**config.mk**
```make
export PLATFORM = sky130hd
export DESIGN_NAME = fwd_hazard_ctrl
export DESIGN_NICKNAME = d
export VERILOG_FILES = /design/src/rtl/pipe_pkg.sv /design/src/rtl/fwd_match.sv /design/src/rtl/fwd_hazard_ctrl.sv
export SDC_FILE = /design/constraint.sdc
export NUM_CORES = 1
export LEC_CHECK = 0
export ABC_AREA = 1
export CORE_MARGIN = 10
export CORE_UTILIZATION = 45
export CTS_CLUSTER_DIAMETER = 120
export DETAILED_ROUTE_END_ITERATION = 8
export PLACE_DENSITY = 0.75
export RECOVER_POWER = 25
export SLEW_MARGIN = 10
export SYNTH_ARGS = -nofsm -noshare
export SYNTH_HDL_FRONTEND = slang
export SYNTH_SLANG_ARGS = --single-unit
```
**constraint.sdc**
```tcl
create_clock -name clk -period 1.5 [get_ports clk]
set_clock_uncertainty 0.2 [all_clocks]
set_input_delay 0.3 -clock clk [delete_from_list [all_inputs] [get_ports clk]]
set_output_delay 0.3 -clock clk [all_outputs]
set_load 0.005 [all_outputs]
```
**src/rtl/pipe_pkg.sv**
```systemverilog
// Shared pipeline types: forwarding select codes and the per-stage tracker entry.
package pipe_pkg;

  localparam int unsigned REG_AW = 5;

  typedef enum logic [1:0] {
    FWD_RF    = 2'b00,
    FWD_EXMEM = 2'b01,
    FWD_MEMWB = 2'b10,
    FWD_WBRET = 2'b11
  } fwd_sel_t;

  typedef struct packed {
    logic              valid;
    logic [REG_AW-1:0] rd;
    logic              wr;
    logic              load;
  } stage_info_t;

  // A stage produces rs when it holds a real register-writing instruction targeting rs.
  function automatic logic stage_hit(stage_info_t s, logic [REG_AW-1:0] rs, logic zero_hw);
    return s.valid & s.wr & (s.rd == rs) & ~(zero_hw & (rs == '0));
  endfunction

endpackage

```
**src/rtl/fwd_match.sv**
```systemverilog
// Priority compare of one source register against the EX/MEM/WB tracker entries.
module fwd_match
  import pipe_pkg::*;
#(
  parameter int unsigned ZERO_REG_HARDWIRED = 1
) (
  input  logic [REG_AW-1:0] rs,
  input  logic              uses,
  input  stage_info_t       ex,
  input  stage_info_t       mem,
  input  stage_info_t       wb,
  output fwd_sel_t          sel_c,
  output logic              ex_load_hit_c
);

  localparam logic ZERO_HW = (ZERO_REG_HARDWIRED != 0);

  logic hit_ex;
  logic hit_mem;
  logic hit_wb;

  assign hit_ex  = stage_hit(ex,  rs, ZERO_HW);
  assign hit_mem = stage_hit(mem, rs, ZERO_HW);
  assign hit_wb  = stage_hit(wb,  rs, ZERO_HW);

  // Youngest producer wins.
  always_comb begin
    sel_c = FWD_RF;
    if (uses) begin
      if (hit_ex) begin
        sel_c = FWD_EXMEM;
      end else if (hit_mem) begin
        sel_c = FWD_MEMWB;
      end else if (hit_wb) begin
        sel_c = FWD_WBRET;
      end
    end
  end

  // A load still in EX cannot be forwarded yet; the consumer must wait a cycle.
  assign ex_load_hit_c = uses & hit_ex & ex.load & ~mem.load & ~wb.load
                       | uses & hit_ex & ex.load & (mem.load | wb.load);

endmodule

```
**src/rtl/fwd_hazard_ctrl.sv**
```systemverilog
// EX-stage operand forwarding control with load-use stall and bubble insertion.
module fwd_hazard_ctrl #(
  parameter int unsigned REG_AW             = pipe_pkg::REG_AW,
  parameter int unsigned ZERO_REG_HARDWIRED = 1
) (
  input  logic              clk,
  input  logic              reset,
  input  logic              id_valid,
  input  logic [REG_AW-1:0] id_rs1,
  input  logic [REG_AW-1:0] id_rs2,
  input  logic              id_uses_rs1,
  input  logic              id_uses_rs2,
  input  logic [REG_AW-1:0] id_rd,
  input  logic              id_reg_write,
  input  logic              id_is_load,
  input  logic              flush,
  output logic              stall,
  output logic [1:0]        fwd_a_sel,
  output logic [1:0]        fwd_b_sel,
  output logic              ex_bubble
);

  import pipe_pkg::*;

  localparam int unsigned RD_W = pipe_pkg::REG_AW;

  stage_info_t ex_q;
  stage_info_t mem_q;
  stage_info_t wb_q;
  stage_info_t ex_d;

  fwd_sel_t a_sel_c;
  fwd_sel_t b_sel_c;
  fwd_sel_t a_d;
  fwd_sel_t b_d;
  logic     a_load_hit_c;
  logic     b_load_hit_c;
  logic     advance_c;
  logic     bubble_d;

  fwd_match #(.ZERO_REG_HARDWIRED(ZERO_REG_HARDWIRED)) u_match_a (
    .rs            (RD_W'(id_rs1)),
    .uses          (id_uses_rs1),
    .ex            (ex_q),
    .mem           (mem_q),
    .wb            (wb_q),
    .sel_c         (a_sel_c),
    .ex_load_hit_c (a_load_hit_c)
  );

  fwd_match #(.ZERO_REG_HARDWIRED(ZERO_REG_HARDWIRED)) u_match_b (
    .rs            (RD_W'(id_rs2)),
    .uses          (id_uses_rs2),
    .ex            (ex_q),
    .mem           (mem_q),
    .wb            (wb_q),
    .sel_c         (b_sel_c),
    .ex_load_hit_c (b_load_hit_c)
  );

  // Flush has priority over the load-use stall.
  assign stall     = id_valid & ~flush & (a_load_hit_c | b_load_hit_c);
  assign advance_c = id_valid & ~stall & ~flush;

  // Next EX entry and selects; anything that does not advance becomes a bubble.
  always_comb begin
    ex_d     = '0;
    a_d      = FWD_RF;
    b_d      = FWD_RF;
    bubble_d = 1'b1;
    if (advance_c) begin
      ex_d.valid = 1'b1;
      ex_d.rd    = RD_W'(id_rd);
      ex_d.wr    = id_reg_write;
      ex_d.load  = id_is_load;
      a_d        = a_sel_c;
      b_d        = b_sel_c;
      bubble_d   = 1'b0;
    end
  end

  always_ff @(posedge clk) begin
    if (reset) begin
      ex_q      <= '0;
      mem_q     <= '0;
      wb_q      <= '0;
      fwd_a_sel <= FWD_RF;
      fwd_b_sel <= FWD_RF;
      ex_bubble <= 1'b1;
    end else begin
      ex_q      <= ex_d;
      mem_q     <= ex_q;
      wb_q      <= mem_q;
      fwd_a_sel <= a_d;
      fwd_b_sel <= b_d;
      ex_bubble <= bubble_d;
    end
  end

endmodule

```
==> flow_metrics.tcl, run 1 <==
set metrics [dict create \
    die-height_um 74.9 \
    first_global_vias 1496 \
    dp_hpwl_mm 2.88 \
    placeableCoreArea_sq_um 2810 \
    dr_total_vias 1439 \
    grtUsageMet2_pct 26.4 \
    grt_max_degree 17 \
    place_inst 285 \
    finalCritPeriodShare_pct 135 \
    die_width_um 74.9 \
    syn_inst 204 \
    drv_cap 0 \
    syn_area_per_cell_sq_um 6.64 \
    final_core_area_utilization_pct 71.5 \
    total_leakage_power_nw 0.932 \
    synth_nets 227 \
    fin_crit_ns 2.03 \
    vdd.ir_drop.worst_v 0.000615 \
    hold_class "reg2reg" \
    final_cell_mix "nand2_1 (43), nor2_1 (38), inv_1 (34)" \
    power-per-cell-area_nw_per_um2 644 \
    critPathMostFrequentCell "nand2_1" \
    ys_top_cells_by_area "dfxtp_1 (40%), nand2_1 (13%), nor2_1 (11%)" \
    routed_wire_length_per_instance_um 12.6 \
    most_common_cell_after_layout_fill_and_taps_aside "nand2_1" \
    fp-row-count 19 \
    yosysSeqAreaShare_pct 39.9 \
    holdBufCountCts 0 \
    clock_tree_from_tritoncts "yes" \
    post-route-cell-area_sq_um 2010 \
    worst-endpoint-arrival_ns 1.53 \
    route.final.wire_length_mm 3.76 \
    synthDominantAreaCellType "dfxtp_1" \
    timing.critical_path.slowest_cell_delay_ns 0.39 \
    antenna_found_initial 0 \
    antenna_diode_instance_count 0 \
    violations "setup timing" \
    final_critical_path_setup_slack_ns -0.532 \
    critPathSlowestCell "dfxtp_4" \
    route.detailed.drc 0 \
    place_worst_setup_slack_ns -1.12 \
    ios 29 \
    dieArea_sq_um 5600 \
    worstPathRequired_ns 1.00 \
    detail_route.first_pass.iterations 6 \
    floorplan.initialDensity_pct 48.3 \
    timing.hold.ws_ns 0.233 \
    numPortBuffers 28 \
    top_usage_layer_grt "met2" \
    total_power_after_layout_mw 1.29 \
    sort_of_element_at_the_start_of_the_critical_path "flop" \
    global_route.usage.met1_pct 15.8 \
    globalRouteTotalUtil_pct 14.5 \
    grt_pass1_wl_mm 6.43 \
    final_nets 291 \
    path_max_fanout 3 \
    cts-buffers-inserted 3 \
    tightest_slew_ns 0.307 \
    netlist.area_leader.share_pct 39.9 \
    synth.yosys.warnings 0 \
    setup_viol 12 \
    detailedRoute.firstIterationViolations 65 \
    slew-limit-headroom_pct 79.5 \
    synthesis.area_sq_um 1350 \
    grt_use_met3_pct 3.55 \
    overflow 0 \
    drive_above_1_share_pct 28.1 \
    postSynthRegisterBits 27 \
    clk_pin_slew_worst_paths_ns 0.15 \
    setup.worst_path.end_class "primary output" \
    critical_setup_path_class "reg2out" \
    max_freq_ghz 0.492 \
    status "finished with violations" \
    gpl.final_weighted_congestion 0.953 \
    flow.area_growth_from_synthesis_pct 48.2 \
    synth_cell_types 25 \
    grt_setup_unrepaired "yes" \
    latest_clock_arrival_within_the_worst_skew_pair_ns 0.32 \
    cts.sinks 27 \
    max_transition_viols_final 0 \
    clk_path_buf_depth 2 \
    vias_per_cell 4.83 \
    timing.final.hold_violations 0 \
    totalNegativeSetupSlack_ns -0.983 \
    path_cells "nand2_1 > nand2_2 > nor2_1 > nand2_1 > nor2_4 > nand3_2 > a21oi_2 > buf_2" \
    post_detailed_route_count_of_antenna_violating_nets 0 \
    cts-htree-levels 1 \
    detailed_place.area_sq_um 1850 \
    cts-root-buf "clkbuf_4" \
    cell_count_final_fillers_out 298 \
]
final cells by class:
class                      count  area, sq um
clock buffer                   3         22.5
clock inverter                 1         7.51
multi-input combinational    134          713
sequential                    27          558
timing repair buffer          60          505
inverter                      42          160
fill                         247          800
tap                           31         38.8
cell usage after synthesis:
| library cell | n |
|---|---|
| nand2_1 | 48 |
| nor2_1 | 40 |
| inv_1 | 38 |
| dfxtp_1 | 27 |
| nand4_1 | 6 |
| nand3_1 | 5 |
| xnor2_1 | 5 |
| a21oi_1 | 4 |
| inv_2 | 4 |
| o21ai_0 | 4 |
| xor2_1 | 4 |
| nor2_2 | 3 |
| nor3_1 | 3 |
| o22ai_1 | 2 |
| a21boi_0 | 1 |
| a21oi_2 | 1 |
| buf_4 | 1 |
| clkbuf_1 | 1 |
| nand3_2 | 1 |
| nand4_2 | 1 |
| nand4_4 | 1 |
| nor3b_1 | 1 |
| o211ai_1 | 1 |
| o21ai_1 | 1 |
| or2_0 | 1 |
logic make-up (layout without fill, tap and decap cells):
logic type	after synthesis	in the layout	share of synthesized area [%]
AND/OR/NAND/NOR	110	111	35.8
buffers and inverters	44	106	12.5
flip-flops	27	27	39.9
AO/OA/AOI/OAI	14	14	6.01
XOR/XNOR	9	9	5.82
metal layers:
| layer | share of wire [%] | routed length [um] |
|---|---|---|
| met3 | 4.3 | 160 |
| met5 | 0 | 0 |
| met4 | 2.0 | 74 |
| met1 | 43 | 1630 |
| met2 | 50 | 1890 |
final timing paths:
| kind | start | slack (ns) | cells after the start | endpoint |
|---|---|---|---|---|
| setup / recovery | ex_q[4]$_SDFF_PP0_ | -0.53 | 8 | stall |
| hold / removal | mem_q[1]$_SDFF_PP0_ | 0.23 | 2 | wb_q[1]$_SDFF_PP0_ |
| setup reg to reg | ex_q[4]$_SDFF_PP0_ | -0.09 | 9 | fwd_a_sel[0]$_SDFF_PP0_ |
| hold reg to reg | mem_q[1]$_SDFF_PP0_ | 0.23 | 2 | wb_q[1]$_SDFF_PP0_ |
power by group:
group	internal, mW	leakage, nW	switching, mW
Clock	0.102	0.0139	0.221
Combinational	0.118	0.694	0.110
Sequential	0.728	0.224	0.0112
state kept, by name (all words and copies together), names as in the netlist:
name and cells:
fwd_b_sel 2, ex_q 8, fwd_a_sel 2, mem_q 7
wb_q 7, ex_bubble 1
worst max-delay path: cells and delay by family, from the launching register on:
| kind | cells | cell delay [ns] |
|---|---|---|
| AND/OR/NAND/NOR | 6 | 0.56 |
| AO/OA/AOI/OAI | 1 | 0.13 |
| flip-flops | 1 | 0.39 |
| buffers and inverters | 1 | 0.12 |
repair_timing:
item,in CTS,in global routing
setup buffers,14,4
setup endpoints to repair,19,15
hold endpoints to repair,0,0
pin swaps,6,11
cloned,1,0
gates resized for setup,31,22
Power figures use the tool's default switching activity.
==> run 2: changes to the inputs <==
SLEW_MARGIN = not set   (was 10)
==> results of run 2 <==
Same layout as run 1: the final DEF is identical, and so are final timing and power.
